===== src/rtl/bt_line_engine_if.sv =====
// UART handshake bundle for bt_line_engine: receive strobe/byte and transmit request/done.
interface bt_line_engine_if;
  logic       rx_drdy;
  logic [7:0] rx_byte;
  logic       tx_done;
  logic       send;
  logic [7:0] tx_byte;

  // master = UART side, slave = line engine
  modport master (output rx_drdy, output rx_byte, output tx_done, input send, input tx_byte);
  modport slave  (input rx_drdy, input rx_byte, input tx_done, output send, output tx_byte);
endinterface


===== src/rtl/bt_line_engine.sv =====
// Line-oriented UART message engine: assembles TERM-delimited lines, answers CMD_RESET with a banner.
// Optional feature macro BT_ECHO_EN: echo every non-command line back to the UART.
module bt_line_engine #(
  parameter int                      DEPTH      = 8,
  parameter logic [7:0]              TERM       = 8'h0D,
  parameter int                      BANNER_LEN = 3,
  parameter logic [8*BANNER_LEN-1:0] BANNER     = "ABC",
  parameter logic [7:0]              CMD_RESET  = "R",
  localparam int                     LW         = $clog2(DEPTH + 1)
) (
  input  logic                   rx_clk,
  input  logic                   reset,
  bt_line_engine_if.slave        uart,
  output logic [7:0]             leds,
  output logic                   line_valid,
  output logic [LW-1:0]          line_len,
  output logic                   overflow,
  output logic                   tx_busy,
  output logic                   reply_drop
);

  localparam logic [1:0] ST_IDLE      = 2'd0;
  localparam logic [1:0] ST_REQ       = 2'd1;
  localparam logic [1:0] ST_WAIT_LOW  = 2'd2;
  localparam logic [1:0] ST_WAIT_HIGH = 2'd3;

  logic          prev_rx_drdy_q, prev_rx_drdy_d;
  logic          prev_tx_done_q, prev_tx_done_d;
  logic [7:0]    leds_q, leds_d;
  logic [LW-1:0] count_q, count_d;
  logic          overflow_q, overflow_d;
  logic          line_valid_q, line_valid_d;
  logic [LW-1:0] line_len_q, line_len_d;
  logic          reply_drop_q, reply_drop_d;
  logic          req_q, req_d;
  logic [1:0]    state_q, state_d;
  logic [LW-1:0] idx_q, idx_d;
  logic          send_q, send_d;
  logic [7:0]    tx_byte_q, tx_byte_d;
  logic          tx_busy_q, tx_busy_d;

  logic          accept, is_term, is_cmd, want_reply, busy, issue;
  logic [7:0]    byte0;
  logic [LW-1:0] reply_last;
  logic [LW-1:0] rd_idx;
  logic [7:0]    rd_byte;

  function automatic logic [7:0] banner_byte(input int i);
    logic [7:0] b;
    b = TERM;
    for (int k = 0; k < BANNER_LEN; k++)
      if (i == k) b = BANNER[8*(BANNER_LEN-1-k) +: 8];
    return b;
  endfunction

`ifdef BT_ECHO_EN
  logic [7:0]    line_buf_q [DEPTH];
  logic [7:0]    line_buf_d [DEPTH];
  logic [7:0]    tx_buf_q   [DEPTH+1];
  logic [7:0]    tx_buf_d   [DEPTH+1];
  logic [LW-1:0] last_q, last_d;

  assign byte0      = line_buf_q[0];
  assign reply_last = last_q;
  assign want_reply = accept & is_term;

  always_comb begin
    rd_byte = TERM;
    for (int i = 0; i <= DEPTH; i++)
      if (rd_idx == LW'(i)) rd_byte = tx_buf_q[i];
  end
`else
  logic [7:0] first_q, first_d;

  assign byte0      = first_q;
  assign reply_last = LW'(BANNER_LEN);
  assign want_reply = accept & is_term & is_cmd;
  assign rd_byte    = banner_byte(int'(rd_idx));
`endif

  assign accept  = uart.rx_drdy & ~prev_rx_drdy_q;
  assign is_term = (uart.rx_byte == TERM);
  assign is_cmd  = (count_q != '0) && (byte0 == CMD_RESET);
  // A request already latched but not yet taken by the FSM counts as busy.
  assign busy    = tx_busy_q | req_q;
  assign issue   = want_reply & ~busy;
  assign rd_idx  = (state_q == ST_IDLE) ? '0 : idx_q + 1'b1;

  // Receive side: byte capture, line assembly and reply decision.
  always_comb begin
    // NOTE: every variable gets its hold value first so no path leaves it unassigned (no latches).
    prev_rx_drdy_d = uart.rx_drdy;
    leds_d         = leds_q;
    count_d        = count_q;
    overflow_d     = overflow_q & ~line_valid_q;
    line_len_d     = line_len_q;
    line_valid_d   = 1'b0;
    reply_drop_d   = 1'b0;
    req_d          = 1'b0;
`ifdef BT_ECHO_EN
    line_buf_d     = line_buf_q;
    tx_buf_d       = tx_buf_q;
    last_d         = last_q;
`else
    first_d        = first_q;
`endif
    if (accept) begin
      leds_d = uart.rx_byte;
      if (is_term) begin
        line_len_d   = count_q;
        line_valid_d = 1'b1;
        count_d      = '0;
        req_d        = issue;
        reply_drop_d = want_reply & busy;
`ifdef BT_ECHO_EN
        if (issue) begin
          last_d = is_cmd ? LW'(BANNER_LEN) : count_q;
          for (int i = 0; i < DEPTH; i++)
            tx_buf_d[i] = is_cmd ? banner_byte(i)
                                 : ((LW'(i) < count_q) ? line_buf_q[i] : TERM);
          tx_buf_d[DEPTH] = TERM;
        end
`endif
      end else if (count_q == LW'(DEPTH)) begin
        overflow_d = 1'b1;
      end else begin
`ifdef BT_ECHO_EN
        for (int i = 0; i < DEPTH; i++)
          if (count_q == LW'(i)) line_buf_d[i] = uart.rx_byte;
`else
        if (count_q == '0) first_d = uart.rx_byte;
`endif
        count_d = count_q + 1'b1;
      end
    end
  end

  // Transmit side: one byte per send/tx_done handshake, idx runs 0..reply_last.
  always_comb begin
    prev_tx_done_d = uart.tx_done;
    state_d        = state_q;
    idx_d          = idx_q;
    send_d         = send_q;
    tx_byte_d      = tx_byte_q;
    tx_busy_d      = tx_busy_q;
    case (state_q)
      ST_IDLE: begin
        if (req_q) begin
          idx_d     = '0;
          tx_busy_d = 1'b1;
          send_d    = 1'b1;
          tx_byte_d = rd_byte;
          state_d   = ST_REQ;
        end
      end
      ST_REQ: begin
        if (!uart.tx_done) begin
          send_d  = 1'b0;
          state_d = ST_WAIT_LOW;
        end
      end
      ST_WAIT_LOW: begin
        if (uart.tx_done && !prev_tx_done_q) state_d = ST_WAIT_HIGH;
      end
      ST_WAIT_HIGH: begin
        idx_d = idx_q + 1'b1;
        if (idx_q == reply_last) begin
          tx_busy_d = 1'b0;
          state_d   = ST_IDLE;
        end else begin
          send_d    = 1'b1;
          tx_byte_d = rd_byte;
          state_d   = ST_REQ;
        end
      end
      default: state_d = ST_IDLE;
    endcase
  end

  always_ff @(posedge rx_clk or negedge reset) begin
    if (!reset) begin
      prev_rx_drdy_q <= 1'b0;
      prev_tx_done_q <= 1'b0;
      leds_q         <= '0;
      count_q        <= '0;
      overflow_q     <= 1'b0;
      line_valid_q   <= 1'b0;
      line_len_q     <= '0;
      reply_drop_q   <= 1'b0;
      req_q          <= 1'b0;
      state_q        <= ST_IDLE;
      idx_q          <= '0;
      send_q         <= 1'b0;
      tx_byte_q      <= '0;
      tx_busy_q      <= 1'b0;
`ifdef BT_ECHO_EN
      // NOTE: the byte buffers are cleared on reset too, so no stale line survives into a reply.
      line_buf_q     <= '{default: '0};
      tx_buf_q       <= '{default: '0};
      last_q         <= '0;
`else
      first_q        <= '0;
`endif
    end else begin
      // NOTE: non-blocking assignments so every flop samples the pre-edge value of its peers.
      prev_rx_drdy_q <= prev_rx_drdy_d;
      prev_tx_done_q <= prev_tx_done_d;
      leds_q         <= leds_d;
      count_q        <= count_d;
      overflow_q     <= overflow_d;
      line_valid_q   <= line_valid_d;
      line_len_q     <= line_len_d;
      reply_drop_q   <= reply_drop_d;
      req_q          <= req_d;
      state_q        <= state_d;
      idx_q          <= idx_d;
      send_q         <= send_d;
      tx_byte_q      <= tx_byte_d;
      tx_busy_q      <= tx_busy_d;
`ifdef BT_ECHO_EN
      line_buf_q     <= line_buf_d;
      tx_buf_q       <= tx_buf_d;
      last_q         <= last_d;
`else
      first_q        <= first_d;
`endif
    end
  end

  assign uart.send    = send_q;
  assign uart.tx_byte = tx_byte_q;
  assign leds         = leds_q;
  assign line_valid   = line_valid_q;
  assign line_len     = line_len_q;
  assign overflow     = overflow_q;
  assign tx_busy      = tx_busy_q;
  assign reply_drop   = reply_drop_q;

endmodule


===== src/flat_wrapper.sv =====
// flat-port wrapper written by rule: the top's interface ports become plain ports
module bt_line_engine_flat 
#(
  parameter int                      DEPTH      = 8,
  parameter logic [7:0]              TERM       = 8'h0D,
  parameter int                      BANNER_LEN = 3,
  parameter logic [8*BANNER_LEN-1:0] BANNER     = "   ",
  parameter logic [7:0]              CMD_RESET  = " ",
  localparam int                     LW         = $clog2(DEPTH + 1)
)
  (rx_clk, reset, leds, line_valid, line_len, overflow, tx_busy, reply_drop, uart_rx_drdy, uart_rx_byte, uart_tx_done, uart_send, uart_tx_byte);
  bt_line_engine_if uart_i ();
  input  logic rx_clk;
  input  logic reset;
  output logic [7:0] leds;
  output logic line_valid;
  output logic [LW-1:0] line_len;
  output logic overflow;
  output logic tx_busy;
  output logic reply_drop;
  input wire logic [$bits(uart_i.rx_drdy)-1:0] uart_rx_drdy;
  input wire logic [$bits(uart_i.rx_byte)-1:0] uart_rx_byte;
  input wire logic [$bits(uart_i.tx_done)-1:0] uart_tx_done;
  output wire logic [$bits(uart_i.send)-1:0] uart_send;
  output wire logic [$bits(uart_i.tx_byte)-1:0] uart_tx_byte;
  assign uart_i.rx_drdy = uart_rx_drdy;
  assign uart_i.rx_byte = uart_rx_byte;
  assign uart_i.tx_done = uart_tx_done;
  assign uart_send = uart_i.send;
  assign uart_tx_byte = uart_i.tx_byte;
  bt_line_engine #(.DEPTH(DEPTH), .TERM(TERM), .BANNER_LEN(BANNER_LEN), .BANNER(BANNER), .CMD_RESET(CMD_RESET)) u_core (.rx_clk(rx_clk), .reset(reset), .uart(uart_i), .leds(leds), .line_valid(line_valid), .line_len(line_len), .overflow(overflow), .tx_busy(tx_busy), .reply_drop(reply_drop));
endmodule

===== config.mk =====
export PLATFORM = sky130hd
export DESIGN_NAME = bt_line_engine_flat
export DESIGN_NICKNAME = d
export VERILOG_FILES = /design/src/rtl/bt_line_engine_if.sv /design/src/rtl/bt_line_engine.sv /design/src/flat_wrapper.sv
export SDC_FILE = /design/constraint.sdc
export NUM_CORES = 1
export LEC_CHECK = 0
export CORE_MARGIN = 5
export CORE_UTILIZATION = 40
export CTS_CLUSTER_DIAMETER = 40
export DETAILED_ROUTE_END_ITERATION = 16
export GPL_TIMING_DRIVEN = 0
export SLEW_MARGIN = 20
export SYNTH_ARGS = -nofsm -noshare
export SYNTH_HDL_FRONTEND = slang
export SYNTH_SLANG_ARGS = --single-unit

===== constraint.sdc =====
create_clock -name rx_clk -period 2.1 [get_ports rx_clk]
set_clock_uncertainty 0.1 [all_clocks]
set_input_delay 0.63 -clock rx_clk [delete_from_list [all_inputs] [get_ports rx_clk]]
set_output_delay 0.63 -clock rx_clk [all_outputs]
set_load 0.01 [all_outputs]

==> results.py <==
metrics = {
    "status": {
        "outcome": "completed",
    },
    "synthesis": {
        "synthesis.area_sq_mm": 0.00194,
        "synth_seq_cells": 40,
        "synth_edf_count": 0,
        "synth_area_leaders": "dfrtp_1 (52%), mux2_2 (7.5%), nand2_1 (6.2%)",
        "yosys.area.top_type_share": 0.516,
        "async_reset_ff_frac": 1.00,
        "synth_area_leader_cell": "dfrtp_1",
        "syn_inst": 184,
        "ys_seq_area_frac": 0.516,
        "syn_avg_cell_area_sq_um": 10.5,
        "synth_top_flop_cell": "dfrtp_1",
        "ys_types": 44,
        "yosys_warnings": 0,
    },
    "cts": {
        "clock_sinks": 40,
        "ctsLongestPathBuffers": 2,
        "hold_buffers": 0,
        "cts-root-buf": "clkbuf_8",
        "clkTransAtPathRegs_ps": 70,
        "cts_tree": "done",
        "clk_latency_ps": 290,
        "cts_htree_levels": 2,
        "cts_made_buffers": 5,
    },
    "global_routing": {
        "grt_first_pass_wirelength_um": 6410,
        "antenna_found_initial": 0,
        "grt_max_degree": 25,
        "gr-total-overflow": 0,
        "track_usage": 0.132,
        "grt_pass1_vias": 1347,
    },
    "final_layout": {
        "fin_nets": 250,
        "areaGrowthSynthToFinish_pct": 30.9,
        "fillers": 437,
        "antennaDiodeCount": 0,
        "fin_util": 0.538,
        "drive_gt1_frac": 0.190,
    },
    "worst_setup_path": {
        "critPathRequiredTime_ps": 1370,
        "cpLargestDelayFamily": "buffers and inverters",
        "path_max_fanout": 4,
        "reg2reg_from": "u_core.count_q[0]",
        "r2r_end": "u_core.byte0[1]",
        "path_buf_inv": 2,
        "cp_data_arrival_time_ps": 1310,
        "start_kind": "register",
        "cpMaxStageDelayCell": "clkdlybuf4s50_1",
        "slowest_delay_ps": 530,
        "worstSetupPathType": "register to primary output",
        "r2r.worst_path.cells": 5,
        "end_kind": "primary output",
        "cp_cell_sequence": "buf_4 -> clkdlybuf4s50_1",
        "r2r_slack_ps": 130,
    },
    "drt": {
        "drtPass1Iterations": 4,
        "drt_iter0_drc": 61,
        "drc_errors": 0,
        "viasPerCell": 4.81,
        "num_vias": 1439,
        "ant_nets": 0,
        "avgRoutedWirePerCell_um": 13.1,
        "wl_um": 3930,
    },
    "flow_run": {
        "cap_violations": 0,
    },
    "sta": {
        "setup_tns_ps": 0,
        "hold_viol": 0,
        "setup_ws_ps": 56.8,
        "fmax_ghz": 0.489,
        "finalCriticalPeriod_ps": 2040,
        "min_period_over_period": 0.973,
        "rsz0062_at_grt": "false",
        "slew_viol_final": 0,
        "final-setup-viol-count": 0,
    },
    "floorplanning": {
        "die_area_sq_mm": 0.00634,
        "initial_core_util": 0.411,
        "core_sq_mm": 0.00472,
        "die_height_um": 79.7,
        "die_width_um": 79.7,
        "ios": 37,
        "rows": 25,
    },
    "power": {
        "ir_worst_vdd_uv": 608,
        "powerDensity_mw_per_mm2": 1080,
        "p_leak_nw": 1.20,
    },
    "placed_design": {
        "finalWeightedCongestion": 0.824,
        "port_buffers": 32,
        "hpwl_um": 2760,
        "pre_cts_ws_ps": -558,
    },
    "hold_path": {
        "hold_class": "primary input to async pin",
    },
}
## area by class of cell
cell class	count	area, sq um	area share
sequential	40	1000	0.394
multi-input combinational	127	870	0.342
timing repair buffer	39	402	0.158
tap	67	83.8	0.0330
clock buffer	6	82.6	0.0325
buffer	10	61.3	0.0241
inverter	8	30.0	0.0118
clock inverter	2	10.0	0.00394
## report_power, final
group          internal (mW)  leakage (nW)  switching [mW]
logic                  0.563         0.658           0.536
clock network          0.262        0.0510           0.261
registers              0.938         0.495           0.176
total                   1.76          1.20           0.973
## repair_timing
item,4_1_cts,5_1_grt
buffers inserted,5,1
gates resized for setup,9,10
pin swaps,4,4
setup endpoints to repair,19,20
## registers in the layout (all words and copies together), names as in the netlist
signal and cells:
u_core.uart.send 1, u_core.idx_q 4, u_core.line_len 4, u_core.line_valid 1, u_core.state_q 2, u_core.byte0 8, u_core.reply_drop 1, u_core.uart.tx_byte 2
u_core.prev_rx_drdy_q 1, u_core.overflow 1, u_core.tx_busy 1, u_core.count_q 4, u_core.req_q 1, u_core.leds 8, u_core.prev_tx_done_q 1
## worst register-to-register path: stages (launching register included)
cell     delay (ps)
dfrtp_1         440
inv_1            80
ha_1            150
or3b_1          390
or3_4           410
mux2_2          290
## routing by layer
metal | up-vias | track usage | routed length [um]
li1 | 714 | - | -
met3 | 4 | 0.0372 | 166
met2 | 26 | 0.198 | 1820
met1 | 695 | 0.182 | 1900
met4 | 0 | 0.0464 | 39
met5 | - | 0 | 0
## cells in the mapped netlist (all sizes together), types with 2 or more instances
cell and instances:
nand2 32, o21ai 9, or3b 2, nor3b 2, nor2b 5, ha 7
nand3b 2, nand2b 3, nor3 4, clkbuf 5, mux2 13, nor2 9
o31ai 3, inv 8, nand3 2, buf 7, a21o 3, a21oi 7
dfrtp 40
## cell usage in the layout, fill, tap and decap left out, types with 2 or more instances in the layout
cell type / instances
nor2_1: 8
clkdlybuf4s15_1: 2
nand3b_1: 2
clkdlybuf4s50_1: 22
o31ai_1: 3
o21ai_0: 9
nand2_1: 32
nand2b_1: 3
clkbuf_1: 3
buf_4: 10
a21o_1: 3
dlygate4sd2_1: 3
ha_1: 7
clkbuf_8: 6
clkinv_2: 2
nor3_1: 3
dfrtp_1: 40
buf_6: 2
nand3_1: 2
inv_1: 8
nor3b_1: 2
a21oi_1: 7
dlymetal6s2s_1: 4
mux2_2: 13
nor2b_1: 4
conb_1: 4
## metrics by stage
stage,hold WS [ps],instance area [sq um],std cells,power [mW]
final,177,2540,299,2.74
after CTS,188,2510,299,2.72
after global placement,358,2360,286,2.17
after detailed placement,362,2380,287,2.19
after global routing,195,2540,299,2.95
after floorplan,234,1950,187,1.81
## cells by family (layout without fill, tap and decap cells)
group,Yosys count,in the layout,share of synthesized area
other,1,4,0.00193
DFF,40,40,0.516
xor gates and xnor gates,1,1,0.00451
adders and majority gates,7,7,0.0451
AOI/OAI and AO/OA,33,33,0.115
and+or+nand+nor,68,68,0.182
buffers and inverters,20,65,0.0542
muxes,14,14,0.0806
## how the worst max path moves through the flow
stage                     cells past startpoint              startpoint                end
after global placement                        1                   reset    u_core.idx_q[1]
after floorplan                               5         uart_rx_byte[6]    u_core.byte0[0]
final                                         2  u_core.uart.tx_byte[3]    uart_tx_byte[3]
after global routing                          2  u_core.uart.tx_byte[3]    uart_tx_byte[3]
after CTS                                     5            uart_rx_drdy  u_core.count_q[0]
after detailed placement                      6         uart_rx_byte[6]    u_core.byte0[1]
(Power assumes the default switching activity.)
